File: config.mk
export PLATFORM = sky130hd
export DESIGN_NAME = acc_req_queue
export DESIGN_NICKNAME = d
export VERILOG_FILES = /design/src/rtl/acc_req_queue_pkg.sv /design/src/rtl/acc_lane_fifo.sv /design/src/rtl/acc_req_queue.sv
export SDC_FILE = /design/constraint.sdc
export NUM_CORES = 1
export LEC_CHECK = 0
export CAP_MARGIN = 20
export CORE_UTILIZATION = 46
export CTS_CLUSTER_SIZE = 20
export DETAILED_ROUTE_END_ITERATION = 10
export PLACE_DENSITY = 0.69
export SLEW_MARGIN = 20
export SYNTH_ARGS = -nofsm -noshare
export SYNTH_HDL_FRONTEND = slang
export SYNTH_SLANG_ARGS = --single-unit
File: constraint.sdc
create_clock -name clk -period 6.5 [get_ports clk]
set_input_delay 1.3 -clock clk [delete_from_list [all_inputs] [get_ports clk]]
set_output_delay 1.3 -clock clk [all_outputs]
set_load 0.005 [all_outputs]
File: src/rtl/acc_req_queue_pkg.sv
// Shared types and sizing for the per-core accumulator request queue.
// The empty-lane stamp sentinel helper lives here so consumers can reuse it.
package acc_req_queue_pkg;
   localparam int N_ACC    = 3;
   localparam int DEPTH    = 4;
   localparam int GC_WIDTH = 16;
   localparam int LANE_W   = (N_ACC > 1) ? $clog2(N_ACC) : 1;

   typedef struct packed {
      logic [31:0]         data;
      logic [GC_WIDTH-1:0] gc;
   } acc_entry_t;

   // Stamp that loses every strict compare at the consumer for the given direction.
   function automatic logic [GC_WIDTH-1:0] empty_stamp(input logic gd_sign);
      logic [GC_WIDTH-1:0] most_neg;
      most_neg = {1'b1, {(GC_WIDTH-1){1'b0}}};
      return gd_sign ? most_neg : ~most_neg;
   endfunction
endpackage

File: src/rtl/acc_lane_fifo.sv
// One accumulator lane: circular FIFO with wrap-bit pointers and a combinational head.
// Pointers clear asynchronously; storage is never reset.
module acc_lane_fifo
   import acc_req_queue_pkg::*;
#(
   parameter int DEPTH = 4
) (
   input  logic       clk,
   input  logic       reset_n,
   input  logic       flush,
   input  logic       push,
   input  acc_entry_t push_entry,
   input  logic       pop,
   output logic       full,
   output logic       empty,
   output acc_entry_t head
);
   localparam int AW = $clog2(DEPTH);

   logic [AW:0] wr_ptr_reg;
   logic [AW:0] rd_ptr_reg;
   acc_entry_t  mem [DEPTH];

   logic do_push;
   logic do_pop;

   assign empty   = (wr_ptr_reg == rd_ptr_reg);
   assign full    = (wr_ptr_reg[AW] != rd_ptr_reg[AW]) &&
                    (wr_ptr_reg[AW-1:0] == rd_ptr_reg[AW-1:0]);
   assign do_push = push && !full;
   assign do_pop  = pop && !empty;
   assign head    = mem[rd_ptr_reg[AW-1:0]];

   always_ff @(posedge clk or negedge reset_n) begin
      if (!reset_n) begin
         wr_ptr_reg <= '0;
         rd_ptr_reg <= '0;
      end else if (flush) begin
         wr_ptr_reg <= '0;
         rd_ptr_reg <= '0;
      end else begin
         if (do_push) wr_ptr_reg <= wr_ptr_reg + 1'b1;
         if (do_pop)  rd_ptr_reg <= rd_ptr_reg + 1'b1;
      end
   end

   always_ff @(posedge clk) begin
      if (do_push && !flush) mem[wr_ptr_reg[AW-1:0]] <= push_entry;
   end
endmodule

File: src/rtl/acc_req_queue.sv
// Per-core accumulator request buffer: one FIFO per lane, heads presented with GC stamps.
// Empty lanes present a sentinel stamp and zero data so they never win arbitration.
module acc_req_queue
   import acc_req_queue_pkg::*;
(
   input  logic                           clk,
   input  logic                           reset_n,
   input  logic                           flush,
   input  logic                           push_valid,
   output logic                           push_ready,
   input  logic [LANE_W-1:0]              push_lane,
   input  logic [31:0]                    push_data,
   input  logic [GC_WIDTH-1:0]            push_gc,
   input  logic                           gd_sign,
   output logic [N_ACC-1:0]               acc_req_valid,
   input  logic [N_ACC-1:0]               acc_req_ready,
   output logic [N_ACC-1:0][31:0]         acc_data,
   output logic [N_ACC-1:0][GC_WIDTH-1:0] gc_stamp,
   output logic                           empty,
   output logic                           lane_err
);
   logic [N_ACC-1:0] lane_full;
   logic [N_ACC-1:0] lane_empty;
   acc_entry_t       lane_head [N_ACC];
   acc_entry_t       push_entry;
   logic             full_sel;
   logic             lane_ok;
   logic             lane_err_reg;

   assign push_entry = '{data: push_data, gc: push_gc};
   assign lane_ok    = ({1'b0, push_lane} < (LANE_W+1)'(N_ACC));

   // An out-of-range lane matches no FIFO, so it reads as not-full and is accepted then dropped.
   always_comb begin
      full_sel = 1'b0;
      for (int i = 0; i < N_ACC; i++) begin
         if (push_lane == LANE_W'(i)) full_sel = lane_full[i];
      end
   end
   assign push_ready = !full_sel;

   genvar gi;
   generate
      for (gi = 0; gi < N_ACC; gi++) begin : g_lane
         acc_lane_fifo #(.DEPTH(DEPTH)) u_fifo (
            .clk        (clk),
            .reset_n    (reset_n),
            .flush      (flush),
            .push       (push_valid && (push_lane == LANE_W'(gi))),
            .push_entry (push_entry),
            .pop        (acc_req_ready[gi]),
            .full       (lane_full[gi]),
            .empty      (lane_empty[gi]),
            .head       (lane_head[gi])
         );

         assign acc_req_valid[gi] = !lane_empty[gi];
         assign acc_data[gi]      = lane_empty[gi] ? 32'h0 : lane_head[gi].data;
         assign gc_stamp[gi]      = lane_empty[gi] ? empty_stamp(gd_sign) : lane_head[gi].gc;
      end
   endgenerate

   assign empty = &lane_empty;

   always_ff @(posedge clk or negedge reset_n) begin
      if (!reset_n)                    lane_err_reg <= 1'b0;
      else if (push_valid && !lane_ok) lane_err_reg <= 1'b1;
   end
   assign lane_err = lane_err_reg;
endmodule

==> results <==
- The flow ran to the end, and the final reports show no timing, DRC or antenna violations.
- The total setup buffers inserted after CTS is 0.
- The clock tree synthesis step divided the H-tree into 2 levels.
- TritonCTS built the clock tree.
- The minimum setup slack among reg-to-reg paths is 3.23 ns.
- The die height is 227 um.
- STA classifies the critical path startpoint as a flip-flop.
- about 210 I/O pins were placed.
- The layout overhead on the synthesized area is 20.7%.
- The biggest area contributor in the post-synthesis netlist is edfxtp_1.
- Data arrives at the worst endpoint at 4.02 ns.
- The register with the most flip-flops in the layout has 576 of them.
- VDD sags by at most approximately 0.00017 V.
- Counting instances in the post-synthesis netlist gives the leading cell types as edfxtp_1, mux4_2, nor2b_1.
- The initial antenna violation count is 2.
- The final-stage net count is 1,425.
- The floorplan has 82 rows.
- After layout, the design draws a total of about 8300 uW.
- The multi-input combinational cells in the finished layout cover a total of 5220 um2.
- The total wirelength of the detailed-routed design is slightly above 50,000 um.
- Of the synthesized area, sequential elements account for 0.762.
- The insertion delay to the later sink of the worst-skew pair is just under 0.6 ns.
- For this run, the leading register cell type out of synthesis is edfxtp_1.
- The highest clock rate is approximately 190 MHz.
- The ratio of final minimum period to clock period is 0.819.
- The ratio of routed vias to standard cells is 5.51.
- The count of non-filler cells in the finished layout is 2,072.
- Of all nets on the critical path, the largest fanout is a little over 50.
- Yosys mapped a number of flops with a built-in enable equal to 576.
- The core area is 50,100 um2.
- The routed design could run at a clock period as short as 5.32 ns.
- For this run, the total global-route usage over all layers was measured as 0.204.
- The post-synth net total is 1,187.
- In this run, placement finished with an instance count of 1,965.
- The detailed-routing iteration count for the pre-antenna-repair pass is 4.
- In this run the worst hold path is classified as flip-flop to flip-flop.
- The worst setup path is of the flip-flop to primary output kind.
- At the pin with the least slew margin, the transition time is 0.992 ns.
- The most numerous cell in the Yosys netlist is edfxtp_1.
- The area of the die is 51,600 um2.
- The number of max-cap violations is 0.
- The synthesized design contains 595 register bits.
- Along the worst hold path, the cell count comes to 1.
- The initial standard-cell utilization of the core is 0.466.
- After synthesis, the mean cell area works out to 20.9 um2.
- The utilization of the core after routing is 0.563.
- The power density relative to cell area is 295 nW/um2.
- The number of buffers inserted by port buffering is ~210.
- The number of warnings printed during yosys synthesis is 0.
- In this run the static leakage power is 0.00891 uW.
- The register area is between 15,000 and 20,000 um2.
- The setup clock skew after layout is 0.00885 ns.
- Ranked by total cell area, the synthesized netlist is headed by edfxtp_1, mux4_2, nor2b_1.
- The number of global-route vias before repair is about 12,000.
- The cell area after synthesis is 23,300 um2.
- Headroom to the max-slew limit came out at 0.337.
- The hold path startpoint is lane_err$_DFFE_PN0P_.
- The number of library cell types mapped by synthesis is 41.
- The startpoint of the worst-slack reg-to-reg timing path is g_lane[1].u_fifo.rd_ptr_reg[0]$_DFFE_PN0P_.
- The max-slew violation count is 0.
- For the worst setup path, the data required time is ~5.2 ns.
- After clock tree synthesis, the clock-pin slew on the worst setup and hold paths is 0.06 ns.
- Synthesis produced between 1,000 and 1,500 cells.
- The proportion of layout cells with a drive suffix above 1 is 0.207.
- The share of synthesized area in the top cell type comes to 0.741.
- Dividing the detail-routed wire length by the instance count gives around 25 um.
- The number of buffers inserted by hold repair at cts is 0.
- The count of unresolved DRC violations after routing is 0.
- The largest buffer count on any clock path is 3.
- The capturing point of the worst reg2reg path is g_lane[1].u_fifo.mem[2][10]$_DFFE_PP_.
- The global-route wire length before repair is 75,900 um.
- Counting flops with an async set or reset pin after synthesis yields a share of 0.0319.
- The wire-length estimate of the detail-placed layout is 29,500 um.
- At the end of routability-driven placement, the weighted congestion stood at around 0.73.
- The width of the die is between 200 and 250 um.
- The number of gates resized after CTS was 0.
- After filler insertion, the fill cell instance count of the layout stands at 3,872.
- The residual overflow from global routing is 0.
- The final total negative setup slack is 0 ns.
- The detailed router finished its first iteration with approximately 850 violations.
- Setup repair after global routing left no endpoint under its margin.
- Clock tree synthesis inserted a total of 57 buffers.
- Setup violations remaining at the end of the flow were counted as 0.
- The root cell of the clock tree is clkbuf_16.
- The number of cells on the worst reg-to-reg path is 5.
- Entering global routing, the biggest net connects 53 pins.
- The timing endpoint of the critical path is empty.
- Tracing the worst setup path back leads to its startpoint at g_lane[2].u_fifo.rd_ptr_reg[1]$_DFFE_PN0P_.
- Counting every sink on the clock net gives 595.
- The via count of the routed design is between 10,000 and 15,000.
- The count of final hold-check violations is 0.
- STA classifies the critical path endpoint as a primary output.
- The count of nets left with antenna violations once routing finished came out at 0.
## metal layers
metal	vias up	routed length, um	track usage
met5	-	0	0
met4	0	1330	0.0591
met3	80	2530	0.0341
met2	300	25300	0.333
met1	6104	22000	0.284
li1	4934	-	-
## cell families (layout without fill, tap and decap cells)
kind of cell	Yosys count	after routing	share of synthesized area
AND/OR/NAND/NOR	148	148	0.0413
AO/OA/AOI/OAI	71	71	0.0167
other	0	2	0
multiplexers	151	151	0.142
XOR/XNOR	19	19	0.00842
buffers and inverters	115	399	0.0219
flip-flops	595	595	0.762
adder cells (fa/ha/maj)	15	15	0.00804
## worst max-delay path, cell delays in order (launching register included)
cell             delay, ns
dfrtp_4               1.05
xor2_2                0.28
nor3_4                0.60
buf_4                 0.63
inv_1                 0.14
nor3_2                0.19
clkdlybuf4s50_1       0.53
## area by class of cell
type                       instances  area share
timing repair buffer             239      0.0821
multi-input combinational        404       0.185
antenna                            2    0.000178
clock inverter                    31     0.00999
clock buffer                      74      0.0536
inverter                          55     0.00733
tap                              672      0.0298
sequential                       595       0.632
## how the worst min path moves through the flow
stage,end,slack (ns)
2_1_floorplan,lane_err$_DFFE_PN0P_,0.47
3_3_place_gp,lane_err$_DFFE_PN0P_,0.45
3_5_place_dp,lane_err$_DFFE_PN0P_,0.47
4_1_cts,lane_err$_DFFE_PN0P_,0.49
5_1_grt,lane_err$_DFFE_PN0P_,0.51
6_report,lane_err$_DFFE_PN0P_,0.48
## through the flow
step / hold slack [ns] / setup WS (ns) / cell area [um2]
2_1_floorplan: 0.466 / -1.01 / 23400
3_3_place_gp: 0.451 / 1.84 / 26400
3_5_place_dp: 0.474 / 1.73 / 26400
4_1_cts: 0.489 / 1.06 / 28200
5_1_grt: 0.509 / 0.948 / 28200
6_report: 0.481 / 1.18 / 28200
## where the power goes
part           switching [uW]  internal (uW)  leakage [uW]
clock network            1370           1830      0.000879
registers                49.3           4230       0.00544
logic                     384            442       0.00260
## placed cells by master (no fill, tap or decap), types with 4 or more instances in the layout
cell type        instances
nand2_1                  4
nor2_1                  12
mux2i_1                  4
dfrtp_1                 13
buf_4                   32
nand3b_1                 4
nor2b_1                 96
edfxtp_1               576
xnor2_1                  4
xor2_1                  11
nor4b_4                  7
mux4_2                 144
nor4b_2                  4
clkbuf_1                15
a21oi_1                  7
xor2_2                   4
clkbuf_16               57
clkinv_1                 9
clkinv_2                13
ha_1                    15
inv_1                   54
dfrtp_4                  6
clkdlybuf4s50_1        207
bufinv_16                5
o21ai_0                 52
No activity file was read; power rests on OpenSTA's default activity.
